### src/rtl/pwm_pkg.sv
// Shared definitions for the multi-channel PWM generator.
// Holds the default counter width, the minimum legal period, the period
// clamp helper and the packed duty-array type for the default geometry.
package pwm_pkg;

    localparam int CNT_W_DEF  = 28;
    localparam int N_CH_DEF   = 4;
    localparam int PERIOD_MIN = 2;

    // One duty word per channel, channel 0 in the least significant slot.
    typedef logic [N_CH_DEF-1:0][CNT_W_DEF-1:0] duty_arr_t;

    // A period below the minimum would leave no room for a low phase,
    // so it is raised to the minimum instead.
    function automatic logic [31:0] clamp_period(input logic [31:0] p);
        if (p < 32'(PERIOD_MIN)) begin
            return 32'(PERIOD_MIN);
        end else begin
            return p;
        end
    endfunction

endpackage

### src/rtl/pwm_gen_multi_chan.sv
// One PWM channel: owns its active duty word and the registered compare.
// Ports:
//   clk_in, rst  - clock and synchronous active-high reset
//   en_i         - run enable; low forces the output low next cycle
//   apply_i      - load duty_stg_i into the active duty this cycle
//   cnt_i        - shared period counter
//   duty_stg_i   - staged duty for this channel
//   pwm_o        - registered PWM output
module pwm_chan #(
    parameter int CNT_W    = 28,
    parameter int RST_DUTY = 303
) (
    input  logic             clk_in,
    input  logic             rst,
    input  logic             en_i,
    input  logic             apply_i,
    input  logic [CNT_W-1:0] cnt_i,
    input  logic [CNT_W-1:0] duty_stg_i,
    output logic             pwm_o
);

    localparam logic [CNT_W-1:0] RST_DUTY_C = CNT_W'(RST_DUTY);

    logic [CNT_W-1:0] act_duty_q, act_duty_d;
    logic             pwm_q, pwm_d;

    // Next-state: duty swaps only on apply; compare against the duty that
    // is active in this cycle so a swap takes effect from the next cnt.
    always_comb begin
        act_duty_d = act_duty_q;
        if (apply_i) begin
            act_duty_d = duty_stg_i;
        end else begin
            act_duty_d = act_duty_q;
        end
        pwm_d = en_i && (cnt_i < act_duty_q);
    end

    // Channel state registers.
    always_ff @(posedge clk_in) begin
        if (rst) begin
            act_duty_q <= RST_DUTY_C;
            pwm_q      <= 1'b0;
        end else begin
            act_duty_q <= act_duty_d;
            pwm_q      <= pwm_d;
        end
    end

    assign pwm_o = pwm_q;

endmodule

### src/rtl/pwm_gen_multi.sv
// Multi-channel PWM generator with a shared period counter.
// New period/duty settings are staged by cfg_wr and applied together at
// the next period boundary (or immediately while disabled), so a running
// waveform never sees a partial period.
// Ports:
//   clk_in, rst     - clock and synchronous active-high reset
//   en              - run enable; low holds cnt at 0 and drives outputs low
//   cfg_wr          - strobe latching period_i/duty_i into staging
//   period_i        - requested period (values below 2 become 2)
//   duty_i          - requested high time, CNT_W bits per channel
//   cfg_pending_o   - staged config not yet applied
//   pwm_o           - registered PWM outputs
//   period_start_o  - one-cycle pulse on the first output cycle of a period
module pwm_gen_multi
    import pwm_pkg::*;
#(
    parameter int CNT_W      = CNT_W_DEF,
    parameter int N_CH       = 4,
    parameter int RST_PERIOD = 606,
    parameter int RST_DUTY   = RST_PERIOD / 2
) (
    input  logic                    clk_in,
    input  logic                    rst,
    input  logic                    en,
    input  logic                    cfg_wr,
    input  logic [CNT_W-1:0]        period_i,
    input  logic [N_CH*CNT_W-1:0]   duty_i,
    output logic                    cfg_pending_o,
    output logic [N_CH-1:0]         pwm_o,
    output logic                    period_start_o
);

    localparam logic [CNT_W-1:0] ZERO_C       = CNT_W'(0);
    localparam logic [CNT_W-1:0] ONE_C        = CNT_W'(1);
    localparam logic [CNT_W-1:0] RST_PERIOD_C = CNT_W'(clamp_period(32'(RST_PERIOD)));
    localparam logic [CNT_W-1:0] RST_DUTY_C   = CNT_W'(RST_DUTY);

    logic [CNT_W-1:0]      cnt_q, cnt_d;
    logic [CNT_W-1:0]      act_period_q, act_period_d;
    logic [CNT_W-1:0]      stg_period_q, stg_period_d;
    logic [N_CH*CNT_W-1:0] stg_duty_q, stg_duty_d;
    logic                  pending_q, pending_d;
    logic                  pstart_q, pstart_d;
    logic                  boundary_s;
    logic                  apply_s;
    logic [CNT_W-1:0]      period_wr_s;

    // Next-state for counter, staging and pending flag.
    always_comb begin
        period_wr_s = CNT_W'(clamp_period(32'(period_i)));
        boundary_s  = en && (cnt_q == (act_period_q - ONE_C));
        // Apply looks only at pending from the start of the cycle, so a
        // cfg_wr landing on a boundary waits for the following one.
        apply_s     = pending_q && (boundary_s || !en);

        cnt_d = cnt_q;
        if (!en) begin
            cnt_d = ZERO_C;
        end else if (boundary_s) begin
            cnt_d = ZERO_C;
        end else begin
            cnt_d = cnt_q + ONE_C;
        end

        act_period_d = act_period_q;
        if (apply_s) begin
            act_period_d = stg_period_q;
        end else begin
            act_period_d = act_period_q;
        end

        stg_period_d = stg_period_q;
        stg_duty_d   = stg_duty_q;
        pending_d    = pending_q;
        if (cfg_wr) begin
            stg_period_d = period_wr_s;
            stg_duty_d   = duty_i;
            pending_d    = 1'b1;
        end else if (apply_s) begin
            pending_d    = 1'b0;
        end else begin
            pending_d    = pending_q;
        end

        pstart_d = en && (cnt_q == ZERO_C);
    end

    // Shared counter, staging and status registers.
    always_ff @(posedge clk_in) begin
        if (rst) begin
            cnt_q        <= ZERO_C;
            act_period_q <= RST_PERIOD_C;
            stg_period_q <= RST_PERIOD_C;
            stg_duty_q   <= {N_CH{RST_DUTY_C}};
            pending_q    <= 1'b0;
            pstart_q     <= 1'b0;
        end else begin
            cnt_q        <= cnt_d;
            act_period_q <= act_period_d;
            stg_period_q <= stg_period_d;
            stg_duty_q   <= stg_duty_d;
            pending_q    <= pending_d;
            pstart_q     <= pstart_d;
        end
    end

    for (genvar g = 0; g < N_CH; g++) begin : g_chan
        pwm_chan #(
            .CNT_W    (CNT_W),
            .RST_DUTY (RST_DUTY)
        ) u_chan (
            .clk_in     (clk_in),
            .rst        (rst),
            .en_i       (en),
            .apply_i    (apply_s),
            .cnt_i      (cnt_q),
            .duty_stg_i (stg_duty_q[g*CNT_W +: CNT_W]),
            .pwm_o      (pwm_o[g])
        );
    end

    assign cfg_pending_o  = pending_q;
    assign period_start_o = pstart_q;

endmodule

### config.mk
export PLATFORM = sky130hd
export DESIGN_NAME = pwm_gen_multi
export DESIGN_NICKNAME = d
export VERILOG_FILES = /design/src/rtl/pwm_pkg.sv /design/src/rtl/pwm_gen_multi_chan.sv /design/src/rtl/pwm_gen_multi.sv
export SDC_FILE = /design/constraint.sdc
export NUM_CORES = 1
export LEC_CHECK = 0
export CAP_MARGIN = 25
export CORE_MARGIN = 2
export CORE_UTILIZATION = 30
export CTS_CLUSTER_DIAMETER = 30
export DETAILED_ROUTE_END_ITERATION = 6
export GPL_TIMING_DRIVEN = 0
export PLACE_DENSITY_LB_ADDON = 0.12
export SLEW_MARGIN = 20
export SYNTH_ARGS = -nofsm -noshare
export SYNTH_HDL_FRONTEND = slang
export SYNTH_SLANG_ARGS = --single-unit
### constraint.sdc
create_clock -name clk_in -period 4.75 [get_ports clk_in]
set_clock_uncertainty 0.1 [all_clocks]
set_input_delay 1.425 -clock clk_in [delete_from_list [all_inputs] [get_ports clk_in]]
set_output_delay 1.425 -clock clk_in [all_outputs]
set_load 0.01 [all_outputs]
=== Yosys cells after proc, flatten, opt, wreduce, memory -nomap -nowiden ===
Cells that the tools add are included.

* $add $sub $neg: 2
* $mul: 0
* Divide/modulo/power cells: 0
* Order comparisons: 5
* Eq/ne operators: 1
* Shifts and indexed selects: 0
* Multiplexer cells: 3
* Bitwise gates (word level): 1
* Reduce and logical (&&, ||, !) cells: 12

{| class="wikitable"
|+ Operators by type and width
! operator !! number
|-
| $lt A28 B28 Y1 || 4
|-
| $add A28 B1 Y28 const B || 1
|-
| $eq A28 B28 Y1 || 1
|-
| $logic_not A28 Y1 || 1
|-
| $lt A28 B2 Y1 const B || 1
|-
| $mux W28 || 1
|-
| $sub A28 B1 Y28 const B || 1
|-
| $logic_and A1 B1 Y1 || 7
|-
| $reduce_or A3 Y1 || 1
|-
| $mux W1 || 2
|-
| $reduce_bool A2 Y1 || 1
|-
| $logic_not A1 Y1 || 1
|-
| $logic_or A1 B1 Y1 || 1
|-
| $not A1 Y1 || 1
|}

* Register bits: 314
* Latch bits: 0
* Bits in writable memories: 0
* Memory bits (read-only): 0
* Input bits: 144
* Output and inout bits: 6
* Word-level logic and storage cells: 38
* Memories: 0

=== Depth between registers and ports, before layout ===
* Word-level depth: 7
* Gate-level depth with buffers: 12
* Depth with buffers taken out: 10

=== Hierarchy ===
Synthesis repeated with hierarchy kept, for this count alone.

* Cell total of the unflattened synthesis: 1,664
* Area, all modules: 15,298.4 µm²

{| class="wikitable"
|+ Modules (own cells, without submodules)
! module !! times used !! cells each !! area an instance (µm²) !! sequential area each (µm²)
|-
| pwm_gen_multi || 1 || 900 || 8,579.5 || 3,963.8
|-
| pwm_chan (g_chan[0].u_chan ...) || 3 || 192 || 1,682.9 || 580.6
|-
| pwm_chan (g_chan[3].u_chan) || 1 || 188 || 1,670.4 || 580.6
|}

=== Worst setup path after synthesis ===
Ideal clock, no wire load.

* Path type: register -> register
* From: register act_period_q[13]
* To: register g_chan[0].u_chan.act_duty_q[0]
* Setup time: 0.072 ns
* Arrival: 2.963 ns
* Setup slack: 1.616 ns
* Stages on the path, launching flop included: 13
* Buffers on the path: 4
* Period minus slack after synthesis: 3.134 ns
* Cell sequence: dfxtp_1 -> clkbuf_1 -> or3_1 -> or4_1 -> clkbuf_1 -> nor4_1 -> a21boi_1 -> o22ai_1 -> nand4_1 -> o22ai_2 -> buf_6 -> buf_6 -> mux2i_1

* Word-level cells in the longest chain between the ends: 5

{| class="wikitable"
|+ RTL lines
! what !! RTL line !! text
|-
| start, declared || pwm_gen_multi.sv:39 || <nowiki>logic [CNT_W-1:0] act_period_q, act_period_d;</nowiki>
|-
| start signal, assigned || pwm_gen_multi.sv:99 || <nowiki>act_period_q <= act_period_d;</nowiki>
|-
| $sub A28 B1 Y28 || pwm_gen_multi.sv:51 || <nowiki>boundary_s = en && (cnt_q == (act_period_q - ONE_C));</nowiki>
|-
| $eq A28 B28 Y1 || pwm_gen_multi.sv:51 ||
|-
| $logic_and A1 B1 Y1 || pwm_gen_multi.sv:51 ||
|-
| $logic_or A1 B1 Y1 || pwm_gen_multi.sv:54 || <nowiki>apply_s = pending_q && (boundary_s || !en);</nowiki>
|-
| $logic_and A1 B1 Y1 || pwm_gen_multi.sv:54 ||
|-
| end signal, assigned || pwm_gen_multi_chan.sv:45 || <nowiki>act_duty_q <= act_duty_d;</nowiki>
|-
| end, declared || pwm_gen_multi_chan.sv:24 || <nowiki>logic [CNT_W-1:0] act_duty_q, act_duty_d;</nowiki>
|}

Every way passes these cells.
A chain may end at the register's enable or synchronous reset.

=== Final worst setup path ===
* From: register act_period_q[0]
* To: register cnt_q[23]

* Word-level cells in the longest chain between the ends: 4

{| class="wikitable"
|+ RTL lines
! what !! RTL line !! text
|-
| $sub A28 B1 Y28 || pwm_gen_multi.sv:51 ||
|-
| $eq A28 B28 Y1 || pwm_gen_multi.sv:51 ||
|-
| $logic_and A1 B1 Y1 || pwm_gen_multi.sv:51 ||
|-
| $reduce_or A3 Y1 (no source line) || -- ||
|-
| end signal, assigned || pwm_gen_multi.sv:98 || <nowiki>cnt_q <= cnt_d;</nowiki>
|-
| end, declared || pwm_gen_multi.sv:38 || <nowiki>logic [CNT_W-1:0] cnt_q, cnt_d;</nowiki>
|}

Every way passes these cells.

==> reports/results.tsv <==
metric	value	unit
status	finished clean	
#FFs+latches synth	314	
first-pass GRT wire length	76.5	mm
area grow syn2layout	33.5	%
number of nets in the layout	2270	
Worst-Margin Slew	897	ps
Final Max Tran Viols	0	
Post-CTS Setup Inserts	0	
Syn Inst Count	1779	
final hold vios	0	
Ports	150	
hold crit path type	flip-flop to flip-flop	
Critical Path Sink Type	flip-flop	
Std-Cell Rows	85	
number of max-cap violations	0	
synth warn	0	
Initial DRC Count	570	
grt total ovfl	0	
Layout Cells excl Fill	2786	
most common cell after layout, fill and taps aside	dfxtp_1	
Max Freq	0.253	GHz
routability cong.	0.821	
post-cts resize count	0	
DRT Wirelength	49.8	mm
vias in the first global route	13400	
drt first pass iters	5	
dominant synthesized flop cell	dfxtp_1	
Tmin final	3950	ps
Core Area	53900	µm²
sequential-to-total area share from yosys stat	0.384	
critical path class	flip-flop to flip-flop	
Place WS	508	ps
placed cell count	2622	
met2 GRT Util	0.283	
Sum Neg Setup Slack	0	ps
grt peak-use layer	met2	
Die H	238	µm
Avg Inst Size Synth	9.20	µm²
final setup vio count	0	
CTS tree	done	
Via Count	13000	
Initial Util	0.304	
Root Driver	clkbuf_16	
Static Leakage	9.03	nW
layout cells sized above 1	0.0858	
final worst slack	797	ps
crit share post-route	0.832	
clock latency on the worst-skew pair	610	ps
Worst Path Max Fanout	10	
GR Util met1	0.233	
Unique masters post-synth	60	
number of synthesized flops with an enable pin	0	
Total Routing Usage GR	0.177	
largest net degree at the start of global routing	13	
htree depth	3	
commonest cells after routing, fill and taps aside	dfxtp_1 (314), mux2i_1 (251), nand2b_1 (228)	
M3 GR Usage	0.0365	
DRC viols	0	
worst path required time	5130	ps
clock slew at the register clock pins of the worst setup and hold paths	40	ps
Cell Area, Synth	16400	µm²
Post-synth ARST share	0	
remaining antenna violation count after routing	0	
WL/cell	17.9	µm
Synthesized Nets	2034	
Pwr Density	437	nW/µm²
vias per std cell	4.66	
CTS Hold Bufs	0	
Die W	238	µm
estimated wirelength of the detail-placed design	36.5	mm
PortBufs	147	
CTS max path bufs	3	
RSZ-0062 raised after global routing	no	
die area	56400	µm²
WP data arrival	4330	ps
clock sink count	314	
crit start category	flip-flop	
initial antenna violation count	2	
Peak VDD IR	0.261	mV
total CTS buffers	87	
Slew headroom	0.402	
## worst paths after layout
path	end	slack [ps]	depth (start not counted)	from
worst max register to register	cnt_q[23]	800	11	act_period_q[0]
worst max-delay path	cnt_q[23]	800	11	act_period_q[0]
worst min-delay path	g_chan[3].u_chan.act_duty_q[19]	370	2	stg_duty_q[103]
worst min register to register	g_chan[3].u_chan.act_duty_q[19]	370	2	stg_duty_q[103]
## registers in the layout, summed over array words and instances, names as in the netlist
signal,flops
act_period_q,28
period_start_o,1
stg_period_q,28
cfg_pending_o,1
g_chan.u_chan.pwm_o,4
stg_duty_q,112
cnt_q,28
g_chan.u_chan.act_duty_q,112
## kinds of logic (layout without fill, tap and decap cells)
group / Yosys count / after routing / synth area share
adder cells (fa/ha/maj): 111 / 111 / 0.0849
multiplexers: 251 / 251 / 0.154
XOR/XNOR: 55 / 55 / 0.0294
buffers and inverters: 231 / 539 / 0.0602
flip-flops: 314 / 314 / 0.384
other: 0 / 3 / 0
AND/OR/NAND/NOR: 633 / 633 / 0.207
AO/OA/AOI/OAI: 184 / 184 / 0.0810
## metrics by stage
| stage | power, W | area (µm²) | hold WS (ps) | util |
|---|---|---|---|---|
| 2_1_floorplan | 0.00321 | 16400 | 346 | - |
| 3_3_place_gp | 0.00349 | 18700 | 361 | 0.347 |
| 3_5_place_dp | 0.00350 | 18700 | 364 | 0.347 |
| 4_1_cts | 0.00967 | 21800 | 373 | 0.405 |
| 5_1_grt | 0.00990 | 21800 | 389 | 0.405 |
| 6_report | 0.00955 | 21800 | 369 | 0.405 |
## worst max-delay path: stages (launching register included)
cell	delay [ps]
dfxtp_1	370
inv_1	80
ha_1	260
nor4b_2	460
nand3_1	370
or4_1	580
a2111oi_0	510
nand4_1	150
o31ai_1	280
buf_2	310
buf_2	280
nor2_1	80
## synth_stat cells, types with 11 or more instances
library cell  number  area (µm²)
nor3_1            14        70.1
nand4_1           32         200
nor2_1           220         826
xnor2_1           33         289
nand2b_1         228        1430
a211o_1           31         272
buf_6             11         124
nand3_1           17        85.1
o21ai_0           20         100
inv_1            123         462
dfxtp_1          314        6290
xor2_1            22         193
clkbuf_1          79         297
a21o_1            43         323
nand2_1           23        86.3
nor2b_1           35         219
mux2i_1          251        2510
nor4_1            25         156
a21oi_1           29         145
ha_1             111        1390
## layer usage
layer	wire length, µm	vias up
li1	-	6577
met1	24100	6067
met2	22100	268
met3	2130	80
met4	1460	0
met5	0	-
## power by group
group	internal [W]	switching (W)	leakage [nW]
Sequential	0.00275	0.0000682	2.57
Combinational	0.000321	0.000304	4.93
Clock	0.00437	0.00174	1.53
Total	0.00744	0.00211	9.03
## final cells by class
cell class / instances / area, µm²
clock inverters: 36 / 564
diodes: 3 / 7.51
multi-input cells: 1234 / 9090
fillers: 5416 / 32100
plain buffers: 108 / 528
well taps: 696 / 871
flip-flops and latches: 314 / 6290
inverters: 123 / 462
repair buffers: 147 / 1470
clock buffers: 125 / 2560
No activity file was read; power rests on OpenSTA's default activity.
